### src/rtl/jstk_pkg.sv
// Shared constants, state encoding and frame builder for the joystick SPI responder.
// Pure declarations; no clocked logic here.
package jstk_pkg;

  localparam int          JSTK_FRAME_BITS = 40;
  localparam logic [5:0]  JSTK_CMD_PREFIX = 6'b100000;

  localparam int BYTE_X_LO = 0;
  localparam int BYTE_X_HI = 1;
  localparam int BYTE_Y_LO = 2;
  localparam int BYTE_Y_HI = 3;
  localparam int BYTE_BTN  = 4;

  typedef enum logic [1:0] {
    ST_IDLE  = 2'd0,
    ST_LOAD  = 2'd1,
    ST_SHIFT = 2'd2,
    ST_DONE  = 2'd3
  } jstk_state_e;

  // Byte BYTE_X_LO goes out first, so it lands in the top bits of the shift register.
  function automatic logic [JSTK_FRAME_BITS-1:0] jstk_build_frame(
    input logic [9:0] x,
    input logic [9:0] y,
    input logic [2:0] btn
  );
    return {x[7:0], 6'b0, x[9:8], y[7:0], 6'b0, y[9:8], 5'b0, btn};
  endfunction

endpackage

### src/rtl/spi_sync.sv
// Multi-flop synchronizer with edge detect: level, rise and fall are valid SYNC_STAGES clk after the pin.
// No backpressure; edges are single-clk pulses.
module spi_sync #(
  parameter int SYNC_STAGES = 2
) (
  input  logic clk,
  input  logic rst_n,
  input  logic din_i,
  output logic level_o,
  output logic rise_o,
  output logic fall_o
);

  logic [SYNC_STAGES-1:0] sync_q;
  logic                   prev_q;

  // Reset to 0 so a chip select held low across reset release never looks like a fresh fall.
  always_ff @(posedge clk or negedge rst_n) begin
    if (!rst_n) begin
      sync_q <= '0;
      prev_q <= 1'b0;
    end else begin
      sync_q[0] <= din_i;
      for (int i = 1; i < SYNC_STAGES; i++) begin
        sync_q[i] <= sync_q[i-1];
      end
      prev_q <= sync_q[SYNC_STAGES-1];
    end
  end

  assign level_o = sync_q[SYNC_STAGES-1];
  assign rise_o  = sync_q[SYNC_STAGES-1] & ~prev_q;
  assign fall_o  = ~sync_q[SYNC_STAGES-1] & prev_q;

endmodule

### src/rtl/jstk_responder.sv
// SPI mode-0 responder emulating the 5-byte joystick: shifts X/Y/buttons out on MISO, decodes the LED command byte.
// Acts SYNC_STAGES+1 clk after each pin edge; the master owns timing, so there is no backpressure.
module jstk_responder
  import jstk_pkg::*;
#(
  parameter int SYNC_STAGES = 2,
  parameter int FRAME_BYTES = 5
) (
  input  logic       clk,
  input  logic       rst,
  input  logic       SS,
  input  logic       SCLK,
  input  logic       MOSI,
  output logic       MISO,
  input  logic [9:0] x_pos,
  input  logic [9:0] y_pos,
  input  logic [2:0] buttons,
  output logic [1:0] led_cmd,
  output logic       cmd_valid,
  output logic       frame_done,
  output logic       busy
);

  localparam logic [5:0] LAST_BIT = 6'(FRAME_BYTES * 8);

  logic ss_lvl,   ss_rise,   ss_fall;
  logic sclk_lvl, sclk_rise, sclk_fall;
  logic mosi_lvl, mosi_rise, mosi_fall;
  logic sync_unused;

  spi_sync #(.SYNC_STAGES(SYNC_STAGES)) u_sync_ss (
    .clk(clk), .rst_n(rst), .din_i(SS),
    .level_o(ss_lvl), .rise_o(ss_rise), .fall_o(ss_fall)
  );

  spi_sync #(.SYNC_STAGES(SYNC_STAGES)) u_sync_sclk (
    .clk(clk), .rst_n(rst), .din_i(SCLK),
    .level_o(sclk_lvl), .rise_o(sclk_rise), .fall_o(sclk_fall)
  );

  spi_sync #(.SYNC_STAGES(SYNC_STAGES)) u_sync_mosi (
    .clk(clk), .rst_n(rst), .din_i(MOSI),
    .level_o(mosi_lvl), .rise_o(mosi_rise), .fall_o(mosi_fall)
  );

  assign sync_unused = ^{ss_lvl, sclk_lvl, mosi_rise, mosi_fall};

  jstk_state_e                state_q;
  logic [JSTK_FRAME_BITS-1:0] tx_q;
  logic [JSTK_FRAME_BITS-1:0] frame_d;
  logic [7:0]                 rx_q;
  logic [7:0]                 rx_d;
  logic [5:0]                 bit_cnt_q;
  logic                       miso_q;
  logic [1:0]                 led_cmd_q;
  logic                       cmd_valid_q;
  logic                       frame_done_q;
  logic                       busy_q;

  assign frame_d = jstk_build_frame(x_pos, y_pos, buttons);
  assign rx_d    = {rx_q[6:0], mosi_lvl};

  always_ff @(posedge clk or negedge rst) begin
    if (!rst) begin
      state_q      <= ST_IDLE;
      tx_q         <= '0;
      rx_q         <= '0;
      bit_cnt_q    <= '0;
      miso_q       <= 1'b0;
      led_cmd_q    <= 2'b00;
      cmd_valid_q  <= 1'b0;
      frame_done_q <= 1'b0;
      busy_q       <= 1'b0;
    end else begin
      cmd_valid_q  <= 1'b0;
      frame_done_q <= 1'b0;
      case (state_q)
        ST_IDLE: begin
          miso_q <= 1'b0;
          busy_q <= 1'b0;
          if (ss_fall) begin
            state_q <= ST_LOAD;
            busy_q  <= 1'b1;
          end
        end
        ST_LOAD: begin
          if (ss_rise) begin
            state_q <= ST_IDLE;
            busy_q  <= 1'b0;
            miso_q  <= 1'b0;
          end else begin
            tx_q      <= frame_d;
            miso_q    <= frame_d[JSTK_FRAME_BITS-1];
            bit_cnt_q <= '0;
            rx_q      <= '0;
            state_q   <= ST_SHIFT;
          end
        end
        ST_SHIFT: begin
          if (ss_rise) begin
            // Abort: any LED command already latched this frame is kept.
            state_q <= ST_IDLE;
            busy_q  <= 1'b0;
            miso_q  <= 1'b0;
          end else if (bit_cnt_q == LAST_BIT) begin
            state_q <= ST_DONE;
            miso_q  <= 1'b0;
          end else begin
            if (sclk_rise) begin
              rx_q      <= rx_d;
              bit_cnt_q <= bit_cnt_q + 6'd1;
              if (bit_cnt_q == 6'd7 && rx_d[7:2] == JSTK_CMD_PREFIX) begin
                led_cmd_q   <= rx_d[1:0];
                cmd_valid_q <= 1'b1;
              end
            end
            if (sclk_fall) begin
              tx_q   <= {tx_q[JSTK_FRAME_BITS-2:0], 1'b0};
              miso_q <= tx_q[JSTK_FRAME_BITS-2];
            end
          end
        end
        ST_DONE: begin
          miso_q <= 1'b0;
          if (ss_rise) begin
            frame_done_q <= 1'b1;
            state_q      <= ST_IDLE;
            busy_q       <= 1'b0;
          end
        end
        default: begin
          state_q <= ST_IDLE;
          busy_q  <= 1'b0;
          miso_q  <= 1'b0;
        end
      endcase
    end
  end

  assign MISO       = miso_q;
  assign led_cmd    = led_cmd_q;
  assign cmd_valid  = cmd_valid_q;
  assign frame_done = frame_done_q;
  assign busy       = busy_q;

endmodule

### config.mk
export PLATFORM = sky130hd
export DESIGN_NAME = jstk_responder
export DESIGN_NICKNAME = d
export VERILOG_FILES = /design/src/rtl/jstk_pkg.sv /design/src/rtl/spi_sync.sv /design/src/rtl/jstk_responder.sv
export SDC_FILE = /design/constraint.sdc
export NUM_CORES = 1
export LEC_CHECK = 0
export BUFFER_PORTS_ARGS = -buffer_cell sky130_fd_sc_hd__buf_2
export CAP_MARGIN = 15
export CORE_MARGIN = 4
export CORE_UTILIZATION = 50
export CTS_BUF_LIST = sky130_fd_sc_hd__clkbuf_16
export DETAILED_ROUTE_END_ITERATION = 8
export GPL_TIMING_DRIVEN = 0
export PLACE_DENSITY_LB_ADDON = 0.12
export REMOVE_ABC_BUFFERS = 1
export SLEW_MARGIN = 20
export SYNTH_ARGS = -nofsm -noshare
export SYNTH_HDL_FRONTEND = slang
export SYNTH_HIERARCHICAL = 1
export SYNTH_SLANG_ARGS = --single-unit
### constraint.sdc
create_clock -name clk -period 2.5 [get_ports clk]
set_input_delay 0.375 -clock clk [delete_from_list [all_inputs] [get_ports clk]]
set_output_delay 0.375 -clock clk [all_outputs]
set_load 0.05 [all_outputs]
==> results of run 1 <==
-- cell usage in the layout (no fill, tap or decap), drive strengths merged, types with 2 or more instances in the layout --
cell / count
mux2i: 18
nor3: 4
bufinv: 2
clkbuf: 9
a21oi: 3
buf: 35
o31ai: 2
nor2: 7
nand2b: 4
mux2: 46
inv: 22
nand3: 2
dfrtp: 68
nor2b: 3
clkinv: 4
and3: 2
o21ai: 9
nand2: 38
a22o: 2
ha: 2
and2b: 2
-- power breakdown --
group | internal, uW | switching [uW]
Clock | 859 | 429
Combinational | 427 | 364
Sequential | 1370 | 149
-- layout make-up --
type | instances | area [um^2]
clock buffer | 9 | 225
clock inverter | 7 | 82.6
fill | 493 | 2290
inverter | 21 | 78.8
multi-input combinational | 156 | 1220
sequential | 68 | 1700
tap | 75 | 93.8
timing repair buffer | 36 | 225
-- stage by stage --
stage / cell area, um^2 / total power (uW) / TNS, ns / setup slack [ns]
3_3_place_gp: 3240 / 2280 / -29.80 / -0.988
3_5_place_dp: 3310 / 2340 / 0 / 0.208
2_1_floorplan: 2980 / 2100 / -4.13 / -0.223
6_report: 3630 / 3600 / 0 / 0.228
5_1_grt: 3630 / 3810 / 0 / 0.143
4_1_cts: 3620 / 3650 / 0 / 0.203
-- worst paths after layout --
check,startpoint,cells past startpoint,to,slack [ns]
min in group asynchronous,rst,2,tx_q[15]$_DFFE_PN0P_,0.44
worst max-delay path,bit_cnt_q[0]$_DFFE_PN0P_,6,tx_q[32]$_DFFE_PN0P_,0.23
max in group asynchronous,rst,3,frame_done$_DFF_PN0_,1.55
worst max register to register,bit_cnt_q[0]$_DFFE_PN0P_,6,tx_q[32]$_DFFE_PN0P_,0.23
worst min register to register,u_sync_mosi/sync_q[0]$_DFF_PN0_,0,u_sync_mosi/sync_q[1]$_DFF_PN0_,0.35
worst min-delay path,SCLK,1,u_sync_sclk/sync_q[0]$_DFF_PN0_,0.16
-- layer usage --
metal | wire [um] | GRT usage | vias up
met2 | 2280 | 0.234 | 29
met1 | 2390 | 0.207 | 901
met4 | 113 | 0.0722 | 0
li1 | - | - | 932
met3 | 228 | 0.0466 | 9
met5 | 0 | 0 | -
-- registers in the layout, indices dropped and copies added (netlist names), 2 cells and up --
name	count
state_q	2
led_cmd	2
bit_cnt_q	6
u_sync_sclk/sync_q	2
tx_q	39
u_sync_ss/sync_q	2
u_sync_mosi/sync_q	2
rx_q	7
-- worst max-delay path, stage by stage (launching register included) --
cell and delay, ns:
dfrtp_1 0.39, inv_1 0.06, ha_1 0.20, and4bb_2 0.27
a21oi_1 0.18, o21ba_4 0.62, mux2_2 0.41
-- repair_timing --
action / 4_1_cts / 5_1_grt
setup endpoints to repair: 0 / 1
resized for setup: 0 / 1
hold buffers: 1 / 0
endpoints found under the hold margin: 10 / 0
==> metrics, run 1 <==
Hold Crit Class in2reg; boundary pin count 34; Worst-Margin Slew 0.692 ns; Warnings, synthesis 6; vias per cell 5.03; Post CTS Setup Buffer Count 0; initial antenna violation count 0; Skew-Pair Late Insertion Delay about 0.32 ns; die height between 80 and 90 um; RSZ-0062 raised after global routing false; # H-tree levels 3; Row Count 28; grt total ovfl 0; critical path type reg2reg; CP arrival between 2 and 2.5 ns; fraction of layout cells with a size suffix above 1 0.327; final period utilization 0.909; GP Congestion between 0.6 and 0.7; vias in the first global route 1912; Nets around 320; leakage 0.00164 uW; WL/cell 13.5 um; Max Fanout on Critical Path 39; HPWL Detailed ~3300 um; Period minus WS final approximately 2.3 ns; Max Freq approximately 440 MHz; die width between 80 and 90 um; core area between 5000 and 6000 um^2; CTS sink cnt 68; Syn Inst Count roughly 260; startpoint types flop; clock tree buffer depth 2; maxcap violations 0; dpl cells about 360; CTS root buf clkbuf_16; drt first pass iters 4; CP Capture Type flop; first-pass GRT wire length between 8000 and 9000 um; Setup Viol. Count Final 0; worst path required time 2.70 ns; Total GRT Usage 0.155; remaining antenna violation count 0; worst hold slack about 0.16 ns; Remaining DRCs 0; Reg clk slew, reported paths 0.05 ns; Slew Limit Headroom 0.539; clock skew about 0.0053 ns; DR iter-0 viols 92; max-slew violation count 0; via count of the routed design 1871; outcome complete, no violations; final hold violation count 0; Post-Route WL ~5000 um; Antenna Cells 0; Num CTS Buffers 9; largest net degree at the start of global routing 59; fin util 0.613; IO Port Bufs 33; synthesized area 3060 um^2; pwr dens between 900 and 1000 nW/um^2; Layout area overhead 18.5%; worst vdd rail ir drop ~0.00054 V; fin cells between 300 and 400; CTS tree yes; synthesized area per cell 11.9 um^2; initial core utilization 0.517; Die ar. ~7400 um^2
No activity file was read; power rests on OpenSTA's default activity.
==> inputs of run 2 (changes only) <==
Clock period 2.5 ns to 2.8 ns, I/O delays scaled along.
==> metrics, run 2 (synthesis results as in run 1) <==
outcome complete, no violations; dpl cells around 360; most frequent cells in the layout dfrtp_1 (68), mux2_2 (42), nand2_1 (38); Top Registers tx_q x39, rx_q x7, bit_cnt_q x6; WL/cell approximately 13 um; Post-Route WL 5010 um; hold path cells 1; via count of the routed design around 1.9k; core area 5920 um^2; CP Capture Type flop; DR iter-0 viols 95; final hold violation count 0; GP Congestion just under 0.7; vias in the first global route ~1.9k; Max Freq 439 MHz; max FFs per register 39; max-slew violation count 0; CP max-delay cell a21oi_2; worst path required time around 3.0 ns; remaining antenna violation count 0; Worst-Margin Slew between 0.8 and 0.9 ns; drt first pass iters 4; Row Count 28; RSZ-0062 raised after global routing false; Post CTS Setup Buffer Count 0; maxcap violations 0; Total GRT Usage 0.155; FF+latch area 1700 um^2; Nets between 300 and 400; Max Fanout on Critical Path 23; Top delay family on crit path compound AO/OA/AOI/OAI gates; Die ar. around 7400 um^2; fin cells ~370; fraction of layout cells with a size suffix above 1 0.327; fillers 495; CTS root buf clkbuf_16; vias per cell 4.99; Reg clk slew, reported paths approximately 0.050 ns; CTS sink cnt 68; Period minus WS final 2.28 ns; HPWL Detailed between 3000 and 4000 um; clock tree buffer depth 2; grt total ovfl 0; R2R cell count 5; Layout area overhead 18.3%; Remaining DRCs 0; Top reg by flops tx_q; pwr dens ~900 nW/um^2; Num CTS Buffers 9; Worst path max stage delay roughly 0.7 ns; Levels on crit path 5; most common cell after layout, fill and taps aside dfrtp_1; Setup Viol. Count Final 0; die height between 80 and 90 um; worst vdd rail ir drop 0.000479 V; leakage roughly 0.0016 uW; first-pass GRT wire length between 8000 and 9000 um; Skew-Pair Late Insertion Delay roughly 0.32 ns; # H-tree levels 3; die width about 86 um; IO Port Bufs 33; largest net degree at the start of global routing 59; Slew Limit Headroom 0.428; boundary pin count 34; initial antenna violation count 0; worst-path cell chain nor2b_1, nand4bb_1, a21oi_2, nor2_1, a211o_1; CP arrival 2.48 ns; CTS tree yes; Hold Crit Class in2reg; Antenna Cells 0; startpoint types flop; fin util 0.612; initial core utilization 0.517; Multi-input gate area between 1000 and 1500 um^2; CP bufs+invs 0; clock skew ~0.0057 ns; critical path type reg2reg; final period utilization 0.814
[run 2: power by group]
group          total (uW)  leakage, uW  internal [uW]  switching, uW
Clock                1150     0.000158            767            384
Combinational         705     0.000597            381            325
Sequential           1360     0.000881           1220            133
[run 2: worst paths after layout]
kind / startpoint / to / slack, ns
hold reg to reg: u_sync_mosi/sync_q[0]$_DFF_PN0_ / u_sync_mosi/sync_q[1]$_DFF_PN0_ / 0.35
hold / removal: SCLK / u_sync_sclk/sync_q[0]$_DFF_PN0_ / 0.20
min in group asynchronous: rst / tx_q[15]$_DFFE_PN0P_ / 0.48
setup reg to reg: u_sync_ss/sync_q[1]$_DFF_PN0_ / bit_cnt_q[3]$_DFFE_PN0P_ / 0.52
max in group asynchronous: rst / frame_done$_DFF_PN0_ / 1.80
setup / recovery: u_sync_ss/sync_q[1]$_DFF_PN0_ / bit_cnt_q[3]$_DFFE_PN0P_ / 0.52
[run 2: timing repair]
item,4_1_cts,5_1_grt
hold buffers,1,0
endpoints found under the hold margin,10,0
setup endpoints to repair,0,0
gates resized for setup,0,0
[run 2: layer usage]
metal	vias up	track usage	part of all wire
li1	932	-	-
met1	884	0.207	0.48
met2	33	0.234	0.45
met3	9	0.0466	0.046
met4	0	0.0722	0.023
met5	-	0	0
[run 2: worst register-to-register path: stages (launching register included)]
cell and delay [ns]:
dfrtp_1 0.38, nor2b_1 0.22, nand4bb_1 0.32, a21oi_2 0.69
nor2_1 0.21, a211o_1 0.34
[run 2: cell type report]
cell class / count / share of cell area
clock buffers: 9 / 0.0622
clock inverters: 7 / 0.0228
inverters: 21 / 0.0218
multi-input cells: 156 / 0.336
flip-flops and latches: 68 / 0.470
well taps: 75 / 0.0259
repair buffers: 36 / 0.0622
[run 2: stage by stage]
stage	setup WS, ns	hold slack (ns)	setup TNS (ns)	instance area [um^2]	total power, uW
floorplan	0.0774	0.124	0	2980	1880
global placement	-0.688	0.334	-17.53	3240	2030
detailed placement	0.508	0.275	0	3310	2090
CTS	0.503	0.190	0	3620	3260
global route	0.279	0.186	0	3620	3400
finish	0.520	0.202	0	3620	3210
==> inputs of run 3 (changes only) <==
Clock period 2.8 ns to 2 ns, I/O delays scaled along.
==> metrics, run 3 (synthesis results as in run 1) <==
Hold Crit Class in2reg; Layout area overhead 22.6%; worst-path cell chain nor2b_2, nand4bb_1, a21oi_4, mux2_2, mux2i_1; Num CTS Buffers 9; pwr dens around 1200 nW/um^2; most common cell after layout, fill and taps aside dfrtp_1; fraction of layout cells with a size suffix above 1 0.355; Antenna Cells 0; CTS sink cnt 68; total power roughly 4600 uW; # H-tree levels 3; Slew Limit Headroom 0.647; max FFs per register 39; dpl cells about 360; RSZ-0062 raised after global routing true; core area roughly 5900 um^2; startpoint types flop; setup TNS 0 ns; CP arrival around 2.1 ns; Worst-Margin Slew between 0.5 and 0.6 ns; most frequent cells in the layout dfrtp_1 (68), mux2_2 (42), nand2_1 (38); initial core utilization 0.517; vias per cell 5.10; Top delay family on crit path simple AND/OR/NAND/NOR gates; outcome complete, no violations; Top reg by flops tx_q; GP Congestion ~0.68; maxcap violations 0; initial antenna violation count 0; fin util 0.634; CP max-delay cell nand4bb_1; leakage 0.00169 uW; clock skew ~0.0052 ns; remaining antenna violation count 0; Top Registers tx_q x39, rx_q x7, bit_cnt_q x6; die height between 80 and 90 um; Skew-Pair Late Insertion Delay ~0.32 ns; Period minus WS final roughly 1.9 ns; critical path type reg2reg; clock tree buffer depth 2; Row Count 28; Remaining DRCs 0; CTS tree yes; final hold violation count 0; DR iter-0 viols roughly 120; boundary pin count 34; Setup Viol. Count Final 0; IO Port Bufs 33; Nets ~330; final period utilization 0.935; largest net degree at the start of global routing 59; Reg clk slew, reported paths roughly 0.050 ns; worst path required time roughly 2.2 ns; Post-Route WL around 5500 um; first-pass GRT wire length between 9000 and 10000 um; R2R Setup Slk approximately 0.13 ns; Worst path max stage delay roughly 0.40 ns; Placement Cell Area 3310 um^2; WL/cell between 10 and 15 um; CTS root buf clkbuf_16; grt total ovfl 0; CP bufs+invs 0; Max Freq roughly 530 MHz; HPWL Detailed 3270 um; worst vdd rail ir drop 0.000650 V; Max Fanout on Critical Path 11; CP Capture Type flop; max-slew violation count 0; Die ar. about 7400 um^2; drt first pass iters 4; vias in the first global route around 2k; die width between 80 and 90 um; via count of the routed design just under 2k; Finished Cell Area roughly 3800 um^2; fin cells about 380; Total GRT Usage 0.170
==> run 3: worst paths after layout <==
kind | start | to | cells after the start
max in group asynchronous | rst | frame_done$_DFF_PN0_ | 3
max reg2reg | u_sync_ss/sync_q[1]$_DFF_PN0_ | bit_cnt_q[2]$_DFFE_PN0P_ | 5
min | SCLK | u_sync_sclk/sync_q[0]$_DFF_PN0_ | 1
max | u_sync_ss/sync_q[1]$_DFF_PN0_ | bit_cnt_q[2]$_DFFE_PN0P_ | 5
min in group asynchronous | rst | tx_q[15]$_DFFE_PN0P_ | 2
min reg2reg | u_sync_mosi/sync_q[0]$_DFF_PN0_ | u_sync_mosi/sync_q[1]$_DFF_PN0_ | 0
==> run 3: per-stage QoR <==
stage | hold WS (ns) | setup WS, ns
after floorplan | 0.00441 | -0.723
after global placement | 0.334 | -1.49
after detailed placement | 0.155 | -0.292
after CTS | 0.0703 | 0.0180
after global routing | 0.0660 | -0.0102
final | 0.0809 | 0.130
==> run 3: metal layers <==
metal | share of wire | vias to the layer above | global-route usage | routed length [um]
li1 | - | 956 | - | -
met1 | 0.48 | 956 | 0.227 | 2610
met3 | 0.040 | 9 | 0.0466 | 220
met5 | 0 | - | 0 | 0
met4 | 0.020 | 0 | 0.0722 | 108
met2 | 0.46 | 27 | 0.263 | 2540
==> run 3: area by class of cell <==
cell class	count	area (um^2)
Clock buffer	9	225
Clock inverter	7	82.6
Fill cell	478	2170
Inverter	21	78.8
Multi-Input combinational cell	159	1280
Sequential cell	68	1700
Tap cell	75	93.8
Timing Repair Buffer	43	290
==> run 3: power by group <==
part           switching, uW  total (uW)  internal, uW
logic                    485        1070           587
clock network            537        1610          1070
registers                187        1900          1710
total                   1210        4580          3370
==> run 3: repair_timing <==
action                                 4_1_cts  5_1_grt
endpoints found under the hold margin       10        0
setup endpoints to repair                   47       11
cloned                                       3        0
gates resized for setup                      6        1
hold buffers                                 1        0
pin swaps                                    1        1
buffers inserted                             7        0
